<file path="config.mk">
export PLATFORM = sky130hd
export DESIGN_NAME = phase_gen
export DESIGN_NICKNAME = d
export VERILOG_FILES = /design/src/rtl/phase_gen.sv
export SDC_FILE = /design/constraint.sdc
export NUM_CORES = 1
export LEC_CHECK = 0
export CAP_MARGIN = 20
export CORE_MARGIN = 2
export CORE_UTILIZATION = 63
export DETAILED_ROUTE_END_ITERATION = 6
export PLACE_DENSITY = 0.93
export SKIP_CTS_REPAIR_TIMING = 1
export SLEW_MARGIN = 30
export SYNTH_ARGS = -nofsm -noshare
export SYNTH_HDL_FRONTEND = slang
export SYNTH_SLANG_ARGS = --single-unit
export TNS_END_PERCENT = 10
</file>
<file path="constraint.sdc">
create_clock -name clk -period 6.08 [get_ports clk]
set_clock_uncertainty 0.15 [all_clocks]
set_input_delay 0.912 -clock clk [delete_from_list [all_inputs] [get_ports clk]]
set_output_delay 0.912 -clock clk [all_outputs]
set_load 0.01 [all_outputs]
</file>
<file path="src/rtl/phase_gen.sv">
// -----------------------------------------------------------------------------
// phase_gen
//
// FM operator phase accumulator. Once per accepted sample strobe the phase
// register advances by the tuning word plus a signed, left-shifted modulation
// term. The top ADDR_BITS+2 phase bits leave as an unmapped sine-LUT address:
// the two MSBs pick the quadrant, the low ADDR_BITS index the quarter-wave table.
//
// Ports
//   clk          in   1             system clock, rising edge
//   rst_n        in   1             synchronous active-low reset
//   sample_en    in   1             one-cycle sample-rate strobe
//   note_on      in   1             level, high while the operator runs
//   tuning_word  in   ACC_BITS      unsigned phase increment per sample
//   mod_in       in   MOD_BITS      signed modulation input
//   mod_shift    in   4             left shift applied to sign-extended mod_in
//   addr_out     out  ADDR_BITS+2   phase[ACC_BITS-1 -: ADDR_BITS+2]
//   addr_valid   out  1             one-cycle pulse, addr_out is new
//   active       out  1             high in the run state
//   overrun      out  1             sticky, strobe arrived while pipeline busy
//
// Update pipeline (strobe sampled at the edge closing cycle n):
//   cycle n+1 : r_inc holds tuning_word + (sext(mod_in) << mod_shift)
//   cycle n+2 : r_phase holds phase + inc, addr_out updated, addr_valid high
// -----------------------------------------------------------------------------
module phase_gen #(
  parameter int unsigned ADDR_BITS = 12,
  parameter int unsigned ACC_BITS  = 32,  // must be >= ADDR_BITS+2 and > MOD_BITS
  parameter int unsigned MOD_BITS  = 18
) (
  input  logic                   clk,
  input  logic                   rst_n,
  input  logic                   sample_en,
  input  logic                   note_on,
  input  logic [ACC_BITS-1:0]    tuning_word,
  input  logic [MOD_BITS-1:0]    mod_in,
  input  logic [3:0]             mod_shift,
  output logic [ADDR_BITS+1:0]   addr_out,
  output logic                   addr_valid,
  output logic                   active,
  output logic                   overrun
);

  localparam int unsigned OutBits = ADDR_BITS + 2;

  typedef enum logic [1:0] {
    StIdle,
    StArm,
    StRun
  } state_t;

  // State and datapath registers
  state_t              r_state;
  logic [ACC_BITS-1:0] r_phase;
  logic [ACC_BITS-1:0] r_inc;
  logic                r_s1;      // r_inc holds an increment waiting for stage 2
  logic                r_valid;   // stage 2 completed this cycle
  logic [OutBits-1:0]  r_addr;
  logic                r_overrun;

  // Next-state values
  state_t              w_state_next;
  logic [ACC_BITS-1:0] w_phase_next;
  logic [ACC_BITS-1:0] w_inc_next;
  logic                w_s1_next;
  logic                w_valid_next;
  logic [OutBits-1:0]  w_addr_next;
  logic                w_overrun_next;

  // Arithmetic
  logic [ACC_BITS-1:0] w_mod_sext;
  logic [ACC_BITS-1:0] w_mod_term;
  logic [ACC_BITS-1:0] w_inc_calc;
  logic [ACC_BITS-1:0] w_phase_sum;
  logic                w_busy;

  // Sign-extend first, then shift: bits pushed above ACC_BITS are simply lost,
  // which keeps the modulation term a plain modulo-2^ACC_BITS value.
  assign w_mod_sext  = {{(ACC_BITS - MOD_BITS){mod_in[MOD_BITS-1]}}, mod_in};
  assign w_mod_term  = w_mod_sext << mod_shift;
  assign w_inc_calc  = tuning_word + w_mod_term;
  assign w_phase_sum = r_phase + r_inc;

  // A strobe landing in cycle n+1 or n+2 of an update cannot be taken.
  assign w_busy = r_s1 | r_valid;

  // ---------------------------------------------------------------------------
  // Next-state / datapath control
  // ---------------------------------------------------------------------------
  always_comb begin
    w_state_next   = r_state;
    w_phase_next   = r_phase;
    w_inc_next     = r_inc;
    w_s1_next      = 1'b0;
    w_valid_next   = 1'b0;
    w_addr_next    = r_addr;
    w_overrun_next = r_overrun;

    case (r_state)
      StIdle: begin
        // Strobes are ignored here and do not count as overruns.
        w_phase_next = '0;
        w_inc_next   = '0;
        if (note_on) begin
          w_state_next = StArm;
        end
      end

      StArm: begin
        if (!note_on) begin
          w_state_next = StIdle;
          w_phase_next = '0;
          w_inc_next   = '0;
        end else if (sample_en) begin
          // First sample of a note: push a zero increment through the normal
          // pipeline so address 0 appears with the same latency as in run.
          w_phase_next = '0;
          w_inc_next   = '0;
          w_s1_next    = 1'b1;
          w_state_next = StRun;
        end
      end

      StRun: begin
        if (!note_on) begin
          // Note release drops any in-flight update; addr_out keeps its value.
          w_state_next = StIdle;
          w_phase_next = '0;
          w_inc_next   = '0;
        end else begin
          if (r_s1) begin
            w_phase_next = w_phase_sum;
            w_addr_next  = w_phase_sum[ACC_BITS-1 -: OutBits];
            w_valid_next = 1'b1;
          end
          if (sample_en) begin
            if (w_busy) begin
              w_overrun_next = 1'b1;
            end else begin
              w_inc_next = w_inc_calc;
              w_s1_next  = 1'b1;
            end
          end
        end
      end

      default: begin
        w_state_next = StIdle;
        w_phase_next = '0;
        w_inc_next   = '0;
      end
    endcase
  end

  // ---------------------------------------------------------------------------
  // Registers
  // ---------------------------------------------------------------------------
  always_ff @(posedge clk) begin
    if (!rst_n) begin
      r_state   <= StIdle;
      r_phase   <= '0;
      r_inc     <= '0;
      r_s1      <= 1'b0;
      r_valid   <= 1'b0;
      r_addr    <= '0;
      r_overrun <= 1'b0;
    end else begin
      r_state   <= w_state_next;
      r_phase   <= w_phase_next;
      r_inc     <= w_inc_next;
      r_s1      <= w_s1_next;
      r_valid   <= w_valid_next;
      r_addr    <= w_addr_next;
      r_overrun <= w_overrun_next;
    end
  end

  // ---------------------------------------------------------------------------
  // Outputs
  // ---------------------------------------------------------------------------
  assign addr_out   = r_addr;
  assign addr_valid = r_valid;
  assign active     = (r_state == StRun);
  assign overrun    = r_overrun;

endmodule

</file>
==> results of run 1 <==
-- synthesized netlist by cell type, types with 7 or more instances --
master	n	area share (%)
sky130_fd_sc_hd__a21boi_0	8	0.83
sky130_fd_sc_hd__xor2_1	25	3.0
sky130_fd_sc_hd__a31oi_1	11	0.95
sky130_fd_sc_hd__xnor2_1	27	3.2
sky130_fd_sc_hd__o21a_1	12	1.2
sky130_fd_sc_hd__nor2b_1	39	3.4
sky130_fd_sc_hd__mux2i_1	23	3.2
sky130_fd_sc_hd__nand4_1	14	1.2
sky130_fd_sc_hd__a211o_1	7	0.84
sky130_fd_sc_hd__dfxtp_1	83	23
sky130_fd_sc_hd__o22ai_1	9	0.77
sky130_fd_sc_hd__a21oi_1	91	6.3
sky130_fd_sc_hd__and3_1	7	0.60
sky130_fd_sc_hd__a211oi_1	8	0.83
sky130_fd_sc_hd__o211ai_1	8	0.83
sky130_fd_sc_hd__nand3_1	24	1.7
sky130_fd_sc_hd__a22o_1	8	0.96
sky130_fd_sc_hd__a21o_1	29	3.0
sky130_fd_sc_hd__inv_1	21	1.1
sky130_fd_sc_hd__and2_1	7	0.60
sky130_fd_sc_hd__clkbuf_1	43	2.2
sky130_fd_sc_hd__ha_1	65	11
sky130_fd_sc_hd__nand2_1	106	5.5
sky130_fd_sc_hd__a22oi_1	16	1.7
sky130_fd_sc_hd__nand2b_1	8	0.69
sky130_fd_sc_hd__nor2_1	66	3.4
sky130_fd_sc_hd__nor3_1	28	1.9
sky130_fd_sc_hd__o21ai_0	78	5.4
-- flip-flops by register name, summed over array words and instances (netlist names) --
signal and count:
r_inc 32, r_phase 32, addr_out 14, r_state 2, addr_valid 1, overrun 1, r_s1 1
-- metal layers --
| metal | wire length (um) | GRT usage, % |
|---|---|---|
| met1 | 8330 | 39.8 |
| met2 | 9000 | 52.2 |
| met3 | 1430 | 4.35 |
| met4 | 615 | 11.5 |
| met5 | 0 | 0 |
-- where the power goes --
group / switching (mW) / internal, mW / total [mW]
Combinational: 0.247 / 0.180 / 0.427
Clock: 0.221 / 0.329 / 0.550
Sequential: 0.00185 / 0.546 / 0.548
Total: 0.470 / 1.06 / 1.53
-- layout make-up --
| class | instances | area, um^2 |
|---|---|---|
| Timing Repair Buffer | 80 | 786 |
| Tap cell | 143 | 179 |
| Multi-Input combinational cell | 805 | 5340 |
| Clock inverter | 6 | 62.6 |
| Fill cell | 888 | 3020 |
| Inverter | 21 | 78.8 |
| Sequential cell | 83 | 1660 |
| Clock buffer | 10 | 239 |
-- worst max-delay path, cell delays in order --
cell and delay (ns):
sky130_fd_sc_hd__clkdlybuf4s50_1 0.91, sky130_fd_sc_hd__buf_4 0.31, sky130_fd_sc_hd__mux2_2 0.36, sky130_fd_sc_hd__a21oi_1 0.25, sky130_fd_sc_hd__nor2_1 0.08, sky130_fd_sc_hd__a21oi_1 0.18
sky130_fd_sc_hd__mux2i_1 0.10, sky130_fd_sc_hd__ha_1 0.38, sky130_fd_sc_hd__a21o_1 0.21, sky130_fd_sc_hd__a21o_1 0.18, sky130_fd_sc_hd__a21oi_1 0.27, sky130_fd_sc_hd__o21ai_0 0.15
sky130_fd_sc_hd__and4_1 0.23, sky130_fd_sc_hd__nor3_1 0.25, sky130_fd_sc_hd__xor2_1 0.18, sky130_fd_sc_hd__o21ai_0 0.08
-- logic make-up (layout without fill, tap and decap cells) --
kind of cell,after synthesis,in the layout,synth area share [%]
AO/OA/AOI/OAI,340,340,30.2
XOR/XNOR,52,52,6.26
adder cells (fa/ha/maj),67,67,11.7
buffers and inverters,71,117,3.83
flip-flops,83,83,22.8
multiplexers,30,30,4.55
AND/OR/NAND/NOR,316,316,20.6
-- worst max-delay path by stage --
stage	start	endpoint	slack, ns	cells past startpoint
after global placement	mod_shift[0]	r_inc[31]$_SDFFE_PN0P_	1.02	15
after floorplan	mod_shift[0]	r_inc[25]$_SDFFE_PN0P_	1.80	17
after global routing	mod_shift[0]	r_inc[30]$_SDFFE_PN0P_	0.84	16
final	mod_shift[0]	r_inc[30]$_SDFFE_PN0P_	1.12	16
after detailed placement	mod_shift[0]	r_inc[30]$_SDFFE_PN0P_	0.81	16
after CTS	mod_shift[0]	r_inc[30]$_SDFFE_PN0P_	1.17	16
==> run summary, run 1 <==
number of max-cap violations -> 0
end-of-flow core utilization -> 73.4%
end of the worst hold path -> r_inc[16]$_SDFFE_PN0P_
sum of negative setup slack -> 0 ns
CP Capture Type -> flip-flop
Setup WS post-layout -> 1.12 ns
global-route wire length before repair -> 32.0 mm
final worst-path cycle share -> 81.6%
clock-pin slew on the worst setup and hold paths -> 0.06 ns
maximum net fanout on the critical path -> 16
clock tree from TritonCTS -> done
clock latency on the worst-skew pair -> 0.35 ns
Least-Margin Pin Slew -> 0.841 ns
post-synthesis cell type count -> 76
r2r startpoint -> r_phase[0]$_SDFFE_PN0P_
slack of the worst reg-to-reg path -> 3.04 ns
source of the worst hold timing path -> r_inc[16]$_SDFFE_PN0P_
weighted congestion reported at the end of routability-driven placement -> 0.993
static power due to leakage -> 3.54 nW
reg2reg end -> addr_out[2]$_SDFFE_PN0P_
number of nets with antenna violations after routing -> 0
HPWL reported at the end of detailed placement -> 14.8 mm
Non-Filler Instances -> 1148
power per standard cell area -> 183 nW/um^2
type of the most critical hold path -> reg2reg
maximum number of pins on one net before global-route repair -> 41
worst slack on hold paths -> 0.315 ns
number of clock buffers inserted by TritonCTS -> 9
number of enable flip-flop cells after synthesis -> 0
primary flip-flop cell chosen by synthesis mapping -> sky130_fd_sc_hd__dfxtp_1
Setup Viol. Count Final -> 0
number of synthesized register bits -> 83
WHS Path Cells -> 2
clk sinks -> 83
routed wirelength normalized by instance count -> 16.9 um
design area -> 8350 um^2
gr usage total -> 30.7%
required arrival time at the worst endpoint -> 6.14 ns
total congestion overflow -> 0
total design power -> 1.53 mW
proportion of layout cells with a drive suffix above 1 -> 4.28%
Setup Slack @ Placement -> 0.808 ns
vias in the first global route -> 6854
level count of the clock H-tree -> 3
first-pass iteration count of the detailed router -> 7
run status -> completed
final number of max-transition violations -> 0
Yosys Warn Count -> 0
Synth-to-Final Area Change -> 14.7%
share of synthesized registers carrying an async set or reset -> 0%
number of DRC markers after the initial detailed-route iteration -> 636
Remaining DRCs -> 0
Peak Freq -> 202 MHz
Syn Nets -> 1084
worst-case headroom to the max-slew limit -> 42.5%
initial antenna violation count -> 0
Period minus WS final -> 4.96 ns
die area -> 12400 um^2
commonest non-fill, non-tap cells in the layout -> sky130_fd_sc_hd__nand2_1 (106), sky130_fd_sc_hd__a21oi_1 (91), sky130_fd_sc_hd__dfxtp_1 (83)
Post-Synthesis Mean Instance Area -> 7.59 um^2
initial core utilization -> 64.0%
clock tree root buffer cell -> sky130_fd_sc_hd__clkbuf_16
number of rows in the core area -> 39
Port Buffer Count -> 74
final net count -> 1125
worst ir drop on vdd -> 0.205 mV
number of vias per cell -> 6.46
die extent in y -> 111 um
Routed WL -> 19.4 mm
area of the core -> 11400 um^2
worst reg2reg path depth -> 10
RSZ-0062 raised after global routing -> no
arrival time reported for the critical path endpoint -> 5.02 ns
sequential cell area fraction in the yosys report -> 22.8%
total placed instance area -> 8040 um^2
number of top-level pins -> 75
post-synthesis cell area -> 7280 um^2
Post-Synthesis Cells -> 959
buffer depth of the longest clock path -> 2
DP Cell Count -> 1132
via count -> 7413
Die X -> 111 um
Ant. Diodes -> 0
Setup Crit Path Kind -> in2reg
Final Hold Viols -> 0
Startpoint Class -> input port
commonest non-fill, non-tap cell in the layout -> sky130_fd_sc_hd__nand2_1
Note: power is estimated with default switching activity, not from simulation.
==> run 2, diff against run 1 <==
--- a/config.mk
+++ b/config.mk
@@ -7,9 +7,9 @@
 export LEC_CHECK = 0
 export CAP_MARGIN = 20
 export CORE_MARGIN = 2
-export CORE_UTILIZATION = 63
+export CORE_UTILIZATION = 59
 export DETAILED_ROUTE_END_ITERATION = 6
-export PLACE_DENSITY = 0.93
+export PLACE_DENSITY = 0.88
 export SKIP_CTS_REPAIR_TIMING = 1
 export SLEW_MARGIN = 30
 export SYNTH_ARGS = -nofsm -noshare
==> constraint.sdc (replaced) <==
create_clock -name clk -period 5.2 [get_ports clk]
set_clock_uncertainty 0.15 [all_clocks]
set_input_delay 0.78 -clock clk [delete_from_list [all_inputs] [get_ports clk]]
set_output_delay 0.78 -clock clk [all_outputs]
set_load 0.01 [all_outputs]
==> run 2 against run 1 <==
Against the previous run: sequential share of layout area shrank 0.14 points; power up 17%; sequential power is 17% higher; non-clock buffer count rose by 7; flip-flop and latch count stayed put; critical path depth unchanged; clock power grew 18%; worst hold slack is essentially flat; cell area up 0.69%; largest power group unchanged.
==> run summary, run 2 (synthesized netlist as in run 1, its figures left out) <==
crit-path max cell delay -> 0.57 ns
library cell contributing the largest single delay on the critical path -> sky130_fd_sc_hd__clkdlybuf4s50_1
gr usage total -> 29.8%
maximum net fanout on the critical path -> 7
Final Hold Viols -> 0
vias in the first global route -> 7018
type of the most critical hold path -> reg2reg
Ant. Diodes -> 0
routed wirelength normalized by instance count -> 16.6 um
commonest non-fill, non-tap cell in the layout -> sky130_fd_sc_hd__nand2_1
required arrival time at the worst endpoint -> 5.28 ns
buffer depth of the longest clock path -> 2
Least-Margin Pin Slew -> 0.819 ns
number of vias per cell -> 6.27
Port Buffer Count -> 74
final number of max-transition violations -> 0
final worst-path cycle share -> 87.5%
Setup Viol. Count Final -> 0
number of max-cap violations -> 0
worst ir drop on vdd -> 0.154 mV
arrival time reported for the critical path endpoint -> 4.63 ns
worst reg2reg path depth -> 10
clock-pin slew on the worst setup and hold paths -> 0.06 ns
sum of negative setup slack -> 0 ns
Period minus WS final -> 4.55 ns
RSZ-0062 raised after global routing -> no
initial core utilization -> 60.6%
number of rows in the core area -> 40
global-route wire length before repair -> 32.4 mm
clock tree from TritonCTS -> done
proportion of layout cells with a drive suffix above 1 -> 4.74%
commonest non-fill, non-tap cells in the layout -> sky130_fd_sc_hd__nand2_1 (106), sky130_fd_sc_hd__a21oi_1 (91), sky130_fd_sc_hd__dfxtp_1 (83)
area of the core -> 12000 um^2
die extent in y -> 115 um
power per standard cell area -> 213 nW/um^2
Startpoint Class -> input port
logic depth of the worst path, buffers included -> 16
final net count -> 1132
cell family with most CP delay -> compound AO/OA/AOI/OAI gates
HPWL reported at the end of detailed placement -> 15.0 mm
Setup Slack @ Placement -> 0.301 ns
Routed WL -> 19.3 mm
CP Capture Type -> flip-flop
number of DRC markers after the initial detailed-route iteration -> 476
via count -> 7270
sum of buffers and inverters on the critical path -> 2
Setup Crit Path Kind -> in2reg
number of clock buffers inserted by TritonCTS -> 9
cell with the most instances on the worst path -> sky130_fd_sc_hd__nor2_1
Remaining DRCs -> 0
Die X -> 115 um
number of nets with antenna violations after routing -> 0
weighted congestion reported at the end of routability-driven placement -> 0.950
static power due to leakage -> 3.56 nW
Synth-to-Final Area Change -> 15.5%
total congestion overflow -> 0
Peak Freq -> 220 MHz
WHS Path Cells -> 1
initial antenna violation count -> 0
maximum number of pins on one net before global-route repair -> 48
clk sinks -> 83
Setup WS post-layout -> 0.651 ns
first-pass iteration count of the detailed router -> 6
level count of the clock H-tree -> 3
worst-case headroom to the max-slew limit -> 45.2%
clock tree root buffer cell -> sky130_fd_sc_hd__clkbuf_16
run status -> completed
clock latency on the worst-skew pair -> 0.34 ns
Critical Path, Cell by Cell -> clkdlybuf4s50_1, buf_4, mux2_2, o21ai_0, nor2_1, a21oi_1, o22ai_1, ha_1, and4_1, nand4_1, o2bb2ai_1, nor2_1, o31a_1, o31ai_2, xnor2_1, o21ai_1
number of top-level pins -> 75
die area -> 13200 um^2
[run 2: layer usage]
layer / part of all wire, % / vias to the layer above / track usage, %
met5: 0 / - / 0
met1: 45 / 3342 / 39.0
met3: 5.7 / 37 / 3.58
met2: 47 / 268 / 51.1
met4: 2.3 / 0 / 9.96
li1: - / 3623 / -
[run 2: final cells by class]
cell class,instances,area (um^2)
multi-input combinational,805,5340
fill,1007,3610
sequential,83,1660
timing repair buffer,87,838
clock buffer,11,243
tap,147,184
inverter,21,78.8
clock inverter,5,60.1
[run 2: final timing paths]
path / slack (ns) / startpoint / to
worst min register to register: 0.32 / addr_out[11]$_SDFFE_PN0P_ / addr_out[11]$_SDFFE_PN0P_
worst max-delay path: 0.65 / mod_shift[0] / r_inc[27]$_SDFFE_PN0P_
worst max register to register: 2.12 / r_phase[0]$_SDFFE_PN0P_ / r_phase[20]$_SDFFE_PN0P_
worst min-delay path: 0.32 / addr_out[11]$_SDFFE_PN0P_ / addr_out[11]$_SDFFE_PN0P_
[run 2: report_power, final]
group / switching (mW) / total (mW) / internal, mW
combinational: 0.286 / 0.499 / 0.213
sequential: 0.00208 / 0.640 / 0.638
clock: 0.260 / 0.648 / 0.388
[run 2: worst reg2reg max path: cells and delay by family (launching register included)]
family                     cells  cell delay [ns]
AOI/OAI and AO/OA              7             1.71
xor gates and xnor gates       1             0.12
adders and majority gates      2             0.67
DFF                            1             0.32
[run 2: stage by stage]
stage | power [mW] | hold WS (ns) | std cells | utilization [%] | area, um^2
finish | 1.79 | 0.315 | 1159 | 70.0 | 8410
global route | 1.87 | 0.334 | 1159 | 70.0 | 8410
CTS | 1.78 | 0.316 | 1159 | 70.0 | 8410
detailed placement | 1.14 | 0.300 | 1143 | 67.5 | 8100
global placement | 1.14 | 0.290 | 1143 | 67.4 | 8100
floorplan | 1.01 | 0.279 | 959 | - | 7280
==> run 3, diff against run 2 <==
--- a/config.mk
+++ b/config.mk
@@ -5,9 +5,11 @@
 export SDC_FILE = /design/constraint.sdc
 export NUM_CORES = 1
 export LEC_CHECK = 0
+export ABC_CLOCK_PERIOD_IN_PS = 5200
 export CAP_MARGIN = 20
 export CORE_MARGIN = 2
 export CORE_UTILIZATION = 59
+export CTS_CLUSTER_SIZE = 28
 export DETAILED_ROUTE_END_ITERATION = 6
 export PLACE_DENSITY = 0.88
 export SKIP_CTS_REPAIR_TIMING = 1
==> results of run 3 <==
No change in the layout: final DEF, timing and power equal those of run 2.
